$ cat config.mk
export PLATFORM = sky130hd
export DESIGN_NAME = sw_event_arbiter
export DESIGN_NICKNAME = d
export VERILOG_FILES = /design/src/rtl/sw_event_arbiter.sv
export SDC_FILE = /design/constraint.sdc
export NUM_CORES = 1
export LEC_CHECK = 0
export BUFFER_PORTS_ARGS = -buffer_cell sky130_fd_sc_hd__buf_4
export CAP_MARGIN = 10
export CORE_UTILIZATION = 50
export CTS_CLUSTER_DIAMETER = 150
export DETAILED_ROUTE_END_ITERATION = 10
export PLACE_DENSITY = 0.71
export SLEW_MARGIN = 10
export SYNTH_ARGS = -nofsm -noshare
export SYNTH_HDL_FRONTEND = slang
export SYNTH_SLANG_ARGS = --single-unit
$ cat constraint.sdc
create_clock -name CLK -period 2.2 [get_ports CLK]
set_clock_uncertainty 0.05 [all_clocks]
set_input_delay 0.11 -clock CLK [delete_from_list [all_inputs] [get_ports CLK]]
set_output_delay 0.11 -clock CLK [all_outputs]
set_load 0.02 [all_outputs]
$ cat src/rtl/sw_event_arbiter.sv
// Converts debounced switch levels into a serial stream of press events.
// Rising edges set per-switch pending flags; a round-robin arbiter moves them into a show-ahead FIFO.
module sw_event_arbiter #(
  parameter int NUM_SW     = 4,
  parameter int IDX_W      = 2,
  parameter int FIFO_DEPTH = 4
) (
  input  logic              CLK,
  input  logic              RST,
  input  logic [NUM_SW-1:0] SW_db,
  output logic              EVT_valid,
  output logic [IDX_W-1:0]  EVT_id,
  input  logic              EVT_ready,
  output logic [NUM_SW-1:0] PEND,
  output logic              OVF
);

  localparam int PTR_W = $clog2(FIFO_DEPTH);
  localparam int CNT_W = $clog2(FIFO_DEPTH + 1);

  logic              armed_q;
  logic [NUM_SW-1:0] prev_q;
  logic [NUM_SW-1:0] pend_q, pend_d;
  logic              ovf_q, ovf_d;
  logic [IDX_W-1:0]  rr_q, rr_d;
  logic [PTR_W-1:0]  wr_ptr_q, rd_ptr_q;
  logic [CNT_W-1:0]  count_q, count_d;
  logic [IDX_W-1:0]  mem_q [FIFO_DEPTH];

  logic [NUM_SW-1:0] rise;
  logic [NUM_SW-1:0] grant_mask;
  logic [IDX_W-1:0]  win;
  logic [IDX_W-1:0]  idx;
  logic              found;
  logic              pop;
  logic              grant;

  // NOTE: every variable assigned in always_comb gets a default before any branch, so no latch is inferred.
  always_comb begin
    rise  = armed_q ? (SW_db & ~prev_q) : '0;
    pop   = (count_q != '0) & EVT_ready;
    win   = '0;
    idx   = '0;
    found = 1'b0;
    // Scan forward from the round-robin pointer, wrapping past the last switch.
    for (int k = 0; k < NUM_SW; k++) begin
      idx = IDX_W'((int'(rr_q) + k) % NUM_SW);
      if (!found && pend_q[idx]) begin
        found = 1'b1;
        win   = idx;
      end
    end
    grant = found & ((count_q != CNT_W'(FIFO_DEPTH)) | pop);

    grant_mask = '0;
    if (grant) grant_mask[win] = 1'b1;

    // A rise on the switch being granted re-arms its flag instead of counting as a merge.
    pend_d = (pend_q & ~grant_mask) | rise;
    ovf_d  = ovf_q | (|(rise & pend_q & ~grant_mask));

    rr_d = rr_q;
    if (grant) rr_d = (int'(win) == NUM_SW - 1) ? '0 : IDX_W'(win + 1'b1);

    count_d = count_q;
    case ({grant, pop})
      2'b10:   count_d = count_q + 1'b1;
      2'b01:   count_d = count_q - 1'b1;
      default: count_d = count_q;
    endcase
  end

  // NOTE: sequential state uses non-blocking assignments only, so every flop samples pre-edge values.
  always_ff @(posedge CLK) begin
    if (RST) begin
      armed_q  <= 1'b0;
      prev_q   <= '0;
      pend_q   <= '0;
      ovf_q    <= 1'b0;
      rr_q     <= '0;
      wr_ptr_q <= '0;
      rd_ptr_q <= '0;
      count_q  <= '0;
    end else begin
      armed_q <= 1'b1;
      prev_q  <= SW_db;
      pend_q  <= pend_d;
      ovf_q   <= ovf_d;
      rr_q    <= rr_d;
      count_q <= count_d;
      if (grant) wr_ptr_q <= wr_ptr_q + 1'b1;
      if (pop)   rd_ptr_q <= rd_ptr_q + 1'b1;
    end
  end

  // NOTE: the storage array has no reset; the pointers and count define which entries are meaningful.
  always_ff @(posedge CLK) begin
    if (grant) mem_q[wr_ptr_q] <= win;
  end

  assign EVT_valid = (count_q != '0);
  assign EVT_id    = EVT_valid ? mem_q[rd_ptr_q] : '0;
  assign PEND      = pend_q;
  assign OVF       = ovf_q;

endmodule
## Word level (Yosys, flattened, before mapping)

Memory sizes are Yosys's and may differ from the RTL's. A register that Yosys moved wholly into a read port is not among the register bits.
Index checks and enable logic that the tools add are counted.

- Memory bits (writable): 8
- Input port bits: 7
- Output and inout port bits: 8
- Flip-flop bits (word level): 19
- Word-level logic and storage cells: 76
- Memories: 1

Memory list:

| name | depth | bits a word | rd ports | clocked after Yosys merged registers in | wr ports | RTL line | source |
|---|---|---|---|---|---|---|---|
| mem_q | 4 | 2 | 1 | 1 | 1 | 28 | `logic [IDX_W-1:0] mem_q [FIFO_DEPTH];` |

- Magnitude comparators: 6
- Eq/ne operators: 4
- Add/subtract/negate cells: 8
- Reductions and logical operators: 10
- Muxes and demuxes: 28
- Bitwise operators: 11

Operator list:

| operator | number |
|---|---|
| 4-bit bitwise AND | 4 |
| 2-bit 2-to-1 mux | 8 |
| 2-bit by 3-bit less-than comparator with 1-bit output (second input constant) | 5 |
| 1-bit 2-to-1 mux | 12 |
| 2-bit by 1-bit adder with 2-bit output (second input constant) | 4 |
| 1-bit binary-select mux with 2-bit select | 4 |
| 4-bit 2-to-1 mux | 2 |
| 4-bit inverter | 2 |
| 3-bit case mux with 2 select lines | 1 |
| 2-bit adder (second input constant) | 2 |
| 2-bit by 1-bit equality test with 1-bit output (second input constant) | 2 |
| 1-bit logical AND | 4 |
| 4-bit bitwise OR | 1 |
| 4-bit OR reduction | 1 |
| 3-bit by 1-bit adder with 3-bit output (second input constant) | 1 |
| 1-bit zero test | 3 |
| 3-bit != test (second input constant) | 1 |
| 3-bit nonzero test | 1 |
| 3-bit by 1-bit subtractor with 3-bit output (second input constant) | 1 |
| 1-bit bitwise AND | 2 |
| 1-bit demux with 2-bit select | 1 |
| 2-bit equality test (second input constant) | 1 |
| 2-bit by 1-bit >= comparator with 1-bit output (second input constant) | 1 |
| 1-bit bitwise OR | 2 |
| 2-bit nonzero test | 1 |

## Longest topological paths before layout

Gate-level depths: netlist of run 1.

- Depth after elaboration: 21
- Depth in mapped cells: 8
- Mapped depth without buffers: 8

## Least setup slack after synthesis of run 1

No wires, ideal clock.

- Path kind: register to register
- From: register pend_q[0], in the netlist PEND[0]
- To: register count_q[2]
- Data required time: 2.027 ns
- Clock period less this slack: 2.319 ns
- Path buffers: 1
- Data arrival time: 2.146 ns
- Setup slack: -0.119 ns
- Stages on the path, launching flop included: 8
- Path through: dfxtp_1 or4_1 buf_2 nor2_2 inv_1 fa_1 mux2i_1 mux2_1

- Cells in the longest elaborated chain, start to end: 15

Ends and longest elaborated chain:

| item | RTL line | source |
|---|---|---|
| from (decl) | 23 | `logic [NUM_SW-1:0] pend_q, pend_d;` |
| from (signal assigned) | 87 | `pend_q <= pend_d;` |
| 1-bit binary-select mux with 2-bit select | 48 | `if (!found && pend_q[idx]) begin` |
| 1-bit 2-to-1 mux (not written as such) | 48 |  |
| 1-bit 2-to-1 mux | 48 |  |
| 1-bit zero test | 48 |  |
| 1-bit logical AND | 48 |  |
| 1-bit 2-to-1 mux | 48 |  |
| 1-bit zero test | 48 |  |
| 1-bit logical AND | 48 |  |
| 1-bit 2-to-1 mux | 48 |  |
| 1-bit zero test | 48 |  |
| 1-bit logical AND | 48 |  |
| 1-bit 2-to-1 mux (*) | 48 |  |
| 1-bit bitwise AND (*) | 53 | `grant = found & ((count_q != CNT_W'(FIFO_DEPTH)) \| pop);` |
| 2-bit by 1-bit equality test with 1-bit output / 2-bit equality test (equally long branches) | 66 | `case ({grant, pop})` |
| 3-bit case mux with 2 select lines / 2-bit nonzero test (equally long branches) | - |  |
| to (signal assigned) | 90 | `count_q <= count_d;` |
| to (decl) | 27 | `logic [CNT_W-1:0] count_q, count_d;` |

Every way passes the cells marked *; elsewhere a longest branch is shown, timed or not. The select of a mux whose other input is x is not followed.
A chain may end at the register's enable or synchronous reset.

## Worst setup path in the final report of run 1

- From: register pend_q[1], in the netlist PEND[1]
- To: register count_q[2]

The elaborated chain is that of the path after synthesis.

==> results of run 1 <==
[layout make-up]
type,count,area share [%]
sequential,29,40.7
clock buffer,8,3.59
timing repair buffer,23,11.1
tap,30,2.29
inverter,13,2.98
multi-input combinational,87,39.3
[cells in the mapped netlist (all sizes together), types with 3 or more instances]
cell / number / area [um^2]
and2: 3 / 18.8
dfxtp: 21 / 420
nor2: 15 / 58.8
ha: 8 / 100
and3: 5 / 41.3
clkbuf: 4 / 15.0
a21oi: 12 / 60.1
edfxtp: 8 / 240
a32oi: 3 / 26.3
inv: 13 / 48.8
nor2b: 5 / 31.3
nand3b: 3 / 22.5
nand2: 6 / 22.5
[state kept, by name, indices dropped and copies added, names as in the netlist, named ones only]
register	count
wr_ptr_q	2
armed_q	1
rr_q	2
OVF	1
mem_q	8
PEND	4
count_q	3
rd_ptr_q	2
prev_q	4
[stage by stage]
stage | area [um^2] | worst slack, ns | hold WS [ns]
floorplan | 1390 | 0.00160 | 0.188
global placement | 1540 | 0.135 | 0.282
detailed placement | 1540 | 0.0980 | 0.284
CTS | 1640 | 0.0820 | 0.0393
global route | 1640 | 0.0118 | 0.0396
finish | 1640 | 0.103 | 0.0453
[path summary, 6_finish.rpt]
path | endpoint | slack [ns] | depth (start not counted)
worst min-delay path | armed_q | 0.05 | 2
worst min register to register | rr_q[0] | 0.46 | 2
worst max register to register | count_q[2] | 0.10 | 6
worst max-delay path | count_q[2] | 0.10 | 6
[placed cells by master, fill, tap and decap left out, types with 3 or more instances in the layout]
cell and count:
and2_1 3, nor2_1 14, and3_2 4, dfxtp_1 18
nand3b_1 3, inv_1 13, a32oi_1 3, a21oi_1 12
nor2b_1 5, buf_4 19, ha_1 8, edfxtp_1 8
nand2_1 6, clkbuf_4 5, dlygate4sd3_1 4
[timing repair]
action / CTS / global route
buffers inserted: 0 / 0
hold buffers: 4 / 0
hold endpoints to repair: 4 / 0
[metal layers]
layer	up-vias	GRT usage (%)	wire length, um
met1	468	24.4	1170
met4	0	11.5	57
li1	517	-	-
met5	-	0	0
met3	7	5.93	91
met2	16	31.3	1140
[power groups by stage]
stage	Combinational, W	Sequential, W	Clock, W
after floorplan	0.000412	0.000732	0
after global placement	0.000569	0.000736	0
after detailed placement	0.000587	0.000744	0
after CTS	0.000599	0.000731	0.000333
after global routing	0.000659	0.000745	0.000359
final	0.000593	0.000731	0.000326
[logic make-up after synthesis]
| group | after synthesis | synth area share, % |
|---|---|---|
| flip-flops | 29 | 48.5 |
| AND/OR/NAND/NOR | 45 | 18.5 |
| buffers and inverters | 18 | 5.05 |
| AO/OA/AOI/OAI | 25 | 11.7 |
| adder cells (fa/ha/maj) | 9 | 8.82 |
| XOR/XNOR | 3 | 1.93 |
| multiplexers | 5 | 5.60 |
==> metrics, run 1 <==
vias in the first global route 956; Synthesized Nets 150; kind of critical path flop to flop; final net count 175; GPL Wtd Cong 0.816; post_cts resized 0; Routed WL 2.46 mm; Worst setup SP type flop; worst slew pin tran 0.339 ns; Routed Antenna Nets 0; Syn Std Cell Area 1360 um^2; final period utilization 95.3%; P per Cell Area 1010 nW/um^2; fmax 477 MHz; Data required, critical path 2.36 ns; Initial DRT Pass Iterations 4; Leak 0.690 nW; GR Util All Layers 20.1%; Hold Violations, Final 0; H-tree levels 2; total CTS buffers 5; CP max FO 8; first-pass GRT wire length 4.02 mm; synthesized flop and latch total 29; overall power 0.00165 W; HP Class primary input to flop; Top Ports 15; DP HPWL 1.84 mm; # rows 18; Main synth FF type dfxtp_1; CP Buf/Inv Count 1; Crit. End Element flop; # fillers 186; Syn Area/Cell 10.2 um^2; clock slew at reported path FFs 0.09 ns; Finish-stage setup viols 0; vias 1008; n_diodes 0; RR Startpoint PEND[1]; worst setup path startpoint PEND[1]; VDD IR max 0.000711 V; initial antenna violation count 0; Clk Latency, worst-skew pair 0.32 ns; share of post-route cells with drive strength above 1 25.0%; Critical Path AT 2.26 ns; EDFF count, synth 8; CTS sink count 29; NetSw 0.000548 W; CTS Buffer Depth 2; placed insts 178; DR vias/cell 5.31; Yosys cell types 36; Core Area 2520 um^2; average routed wire per standard cell 12.9 um; Pint 0.00110 W; DRT iter0 DRCs 17; status complete, no violations; Post-synth ARST share 0%; Top delay family on crit path simple AND/OR/NAND/NOR gates; CTS tree yes; area of the multi-input gates 644 um^2; min cycle time layout 2.10 ns; Largest stage delay, worst path 0.58 ns; Starting Density 54.0%; sequential area share after synthesis 48.5%; GRT overflow 0; CP cell instances or4_4, nor2_4, inv_1, fa_2, mux2i_1, mux2_1; Logic pwr share 35.9%; Slowest-stage cell, CP or4_4; utilization after layout 65.0%; Reg power frac 44.3%; DRC viols 0; CTS root buffer clkbuf_4; largest net degree at the start of global routing 21; IO buf count 14; setup_tns 0 ns; Area growth syn-to-layout 20.3%; number of max-cap violations 0; clock group share of total power 19.8%; Slew HR 77.1%; Die Wd 54.2 um; Ys Warns 0; switching share of power 33.2%; Final Non-Filler Cells 190; pins over their slew limit 0; die area 2940 um^2; min-delay src RST; Die Y 54.2 um; RSZ-0062 raised after global routing no; sequential cell area 667 um^2; Post-Synthesis Cells 134
Power figures use the tool's default switching activity.
==> run 2: changes to the inputs <==
Settings changed: ABC_AREA from default to 1, CORE_ASPECT_RATIO from default to 1.75.
==> run 2 against run 1 <==
- die area rose by 14%
- final cell count rose by 45%
- register-to-register slack worse by 0.04 ns
- flip-flop and latch count unchanged
- critical endpoint is now OVF
- first-iteration DRC count up 76%
- via count grew 34%
- critical path type unchanged
- highest routed layer unchanged
- sequential share of layout area down 7.1 points
- area after synthesis is 14% higher
==> metrics, run 2 <==
status complete, no violations; Clk Latency, worst-skew pair 0.28 ns (-0.04 ns); CTS tree yes; RR Startpoint rr_q[0]; share of post-route cells with drive strength above 1 29.1% (+4.1 points); number of max-cap violations 0 (unchanged); Syn Area/Cell 7.45 um^2 (-27%); sequential area share after synthesis 42.4% (-6.0 points); pins over their slew limit 0 (unchanged); fmax 469 MHz (-1.6%); Main synth FF type dfxtp_1; CP max FO 6 (-2); commonest cells in the netlist 42 x nand2_1, 36 x nor2_1, 31 x inv_1; average routed wire per standard cell 11.9 um (-8.2%); utilization after layout 67.9% (+3.0 points); Leak 0.939 nW (+36%); most common cell in the synthesized netlist nand2_1; P per Cell Area 1560 nW/um^2 (+55%); DR vias/cell 4.92 (-7.3%); largest net degree at the start of global routing 12 (-43%); CTS Buffer Depth 2 (unchanged); Largest Register mem_q; RR Endpoint OVF; hold path cells 2 (unchanged); leading area contributor after synthesis dfxtp_1; commonest cells after routing, fill and taps aside 35 x nor2_1, 33 x nand2_1, 29 x inv_1; worst-case reg-to-reg path depth 17 (+11); Data required, critical path 2.32 ns (-0.04 ns); DRC viols 0 (unchanged); IO buf count 14 (unchanged); CTS sink count 29 (unchanged); Pint 0.00172 W (+56%); GR Util All Layers 21.3% (+1.2 points); overall power 0.00311 W (+88%); max FFs per register 8 (unchanged); HP Class primary input to flop; reg2reg setup slack 0.07 ns (-0.04 ns); vias 1352 (+34%); Starting Density 53.2% (-0.86 points); final period utilization 96.9% (+1.6 points); n_diodes 0 (unchanged); VDD IR max 0.000750 V (+5.4%); Slew HR 78.7% (+1.5 points); Core Area 2930 um^2 (+16%); CTS root buffer clkbuf_8; EDFF count, synth 8 (unchanged); DRT iter0 DRCs 30 (+13); Top Ports 15 (unchanged); kind of critical path flop to flop; synthesized flop and latch total 29 (unchanged); final net count 262 (+50%); GRT overflow 0 (unchanged); clock slew at reported path FFs 0.06 ns (-0.03 ns); Finish-stage setup viols 0 (unchanged); Top cell by count, worst path nand2_2; Hold Path End prev_q[3]; Die Wd 44.2 um (-18%); setup_tns 0 ns (unchanged); H-tree levels 2 (unchanged); commonest non-fill, non-tap cell in the layout nor2_1; Area growth syn-to-layout 27.8%; Ys Warns 0 (unchanged); Reg power frac 27.8% (-16 points); die area 3350 um^2 (+14%); Yosys cell types 25 (-31%); Syn Std Cell Area 1560 um^2 (+14%); Worst setup SP type flop; Routed Antenna Nets 0 (unchanged); CP Buf/Inv Count 2 (+1); first-pass GRT wire length 5.13 mm (+27%); Slowest-stage cell, CP dfxtp_4; initial antenna violation count 0 (unchanged); area share of the largest cell type after synthesis 27.0% (-3.8 points); Post-Synthesis Cells 209 (+56%); Top delay family on crit path simple AND/OR/NAND/NOR gates; DP HPWL 2.37 mm (+29%); switching share of power 44.7% (+11 points); main area contributors after synthesis dfxtp_1 27%, edfxtp_1 15%, nand2_1 10%; worst slew pin tran 0.319 ns (-0.0195 ns); total CTS buffers 5 (unchanged); Routed WL 3.26 mm (+33%); Synthesized Nets 225 (+50%); NetSw 0.00139 W (+150%); Largest stage delay, worst path 0.37 ns (-0.21 ns); vias in the first global route 1317 (+38%); Initial DRT Pass Iterations 4 (unchanged); min-delay src RST; Crit. End Element flop; area of the multi-input gates 795 um^2 (+23%); Hold Violations, Final 0 (unchanged); # rows 26 (+8); RSZ-0062 raised after global routing yes; sequential cell area 668 um^2 (+0.19%); CP cell instances buf_6, nand2_2, nand2_2, nand2_2, nand2_2, nor2_4, nand2_2, nand2_2, xor2_2, nor2_4, inv_2, ha_2, nand3_2, nand2_1, nand3_1, nor2_1, nor2_1; Critical Path AT 2.26 ns (about the same); Die Y 75.8 um (+40%); GPL Wtd Cong 0.839 (+2.8%); clock group share of total power 13.5% (-6.3 points); # fillers 250 (+34%); Post-synth ARST share 0% (unchanged); min cycle time layout 2.13 ns (+0.0351 ns); Logic pwr share 58.7% (+23 points)
[run 2: cell count changes after synthesis, moves of 4 or more]
cell / previous run / this run
nor2b_1: 5 / 0
o21ai_0: 2 / 10
nand2_2: 0 / 5
nand2_1: 6 / 42
inv_1: 13 / 31
nand3_1: 1 / 13
nor2_1: 14 / 36
and3_2: 4 / 0
inv_2: 0 / 4
[run 2: how the worst max path moves through the flow]
stage | from | endpoint | slack [ns] | cells past startpoint
after CTS | rr_q[1] | OVF | 0.02 | 17
after detailed placement | rr_q[0] | OVF | -0.07 | 16
after floorplan | PEND[3] | OVF | 0.08 | 15
after global placement | rr_q[0] | OVF | 0.006 | 17
final | rr_q[0] | OVF | 0.07 | 17
after global routing | rr_q[0] | OVF | -0.08 | 15
[run 2: cell families after synthesis]
kind of cell    count (synthesis)  synth area share, %
fa+ha+maj                       9                 7.72
simple gates                  101                 28.5
xor+xnor                        1                0.563
compound gates                 29                 9.97
flops                          29                 42.4
buf+inv                        40                 10.8
[run 2: stage by stage]
stage	hold slack (ns)	worst slack (ns)	instance area, um^2	cells
global placement	0.272	0.00564	1750	258
global route	0.0217	-0.0788	1990	275
finish	0.0189	0.0683	1990	275
floorplan	0.185	0.0820	1560	209
detailed placement	0.282	-0.0656	1750	258
CTS	0.0144	0.0162	1870	270
[run 2: area by class of cell]
cell class                 instances  area share (%)
clock inverter                     3           0.881
multi-input combinational        140            39.9
clock buffer                       5            3.46
timing repair buffer              33            13.1
inverter                          37            7.23
tap                               28            1.76
sequential                        29            33.6
[run 2: timing repair]
item | 4_1_cts | 5_1_grt
setup endpoints to repair | 4 | 7
resized for setup | 1 | 29
hold endpoints to repair | 4 | 0
setup buffers | 0 | 5
pin swaps | 0 | 15
hold buffers | 4 | 0
[run 2: metal layers]
| layer | vias up | track usage [%] | routed length [um] |
|---|---|---|---|
| met5 | - | 0 | 0 |
| li1 | 720 | - | - |
| met2 | 23 | 39.1 | 1850 |
| met1 | 600 | 19.2 | 1190 |
| met3 | 9 | 7.11 | 105 |
| met4 | 0 | 14.1 | 122 |
[run 2: power groups by stage]
stage	Combinational, W	Sequential (W)	Clock, W
6_report	0.00182	0.000865	0.000420
2_1_floorplan	0.00110	0.000847	0
4_1_cts	0.00154	0.000857	0.000436
5_1_grt	0.00204	0.000886	0.000450
3_3_place_gp	0.00150	0.000861	0
3_5_place_dp	0.00152	0.000866	0
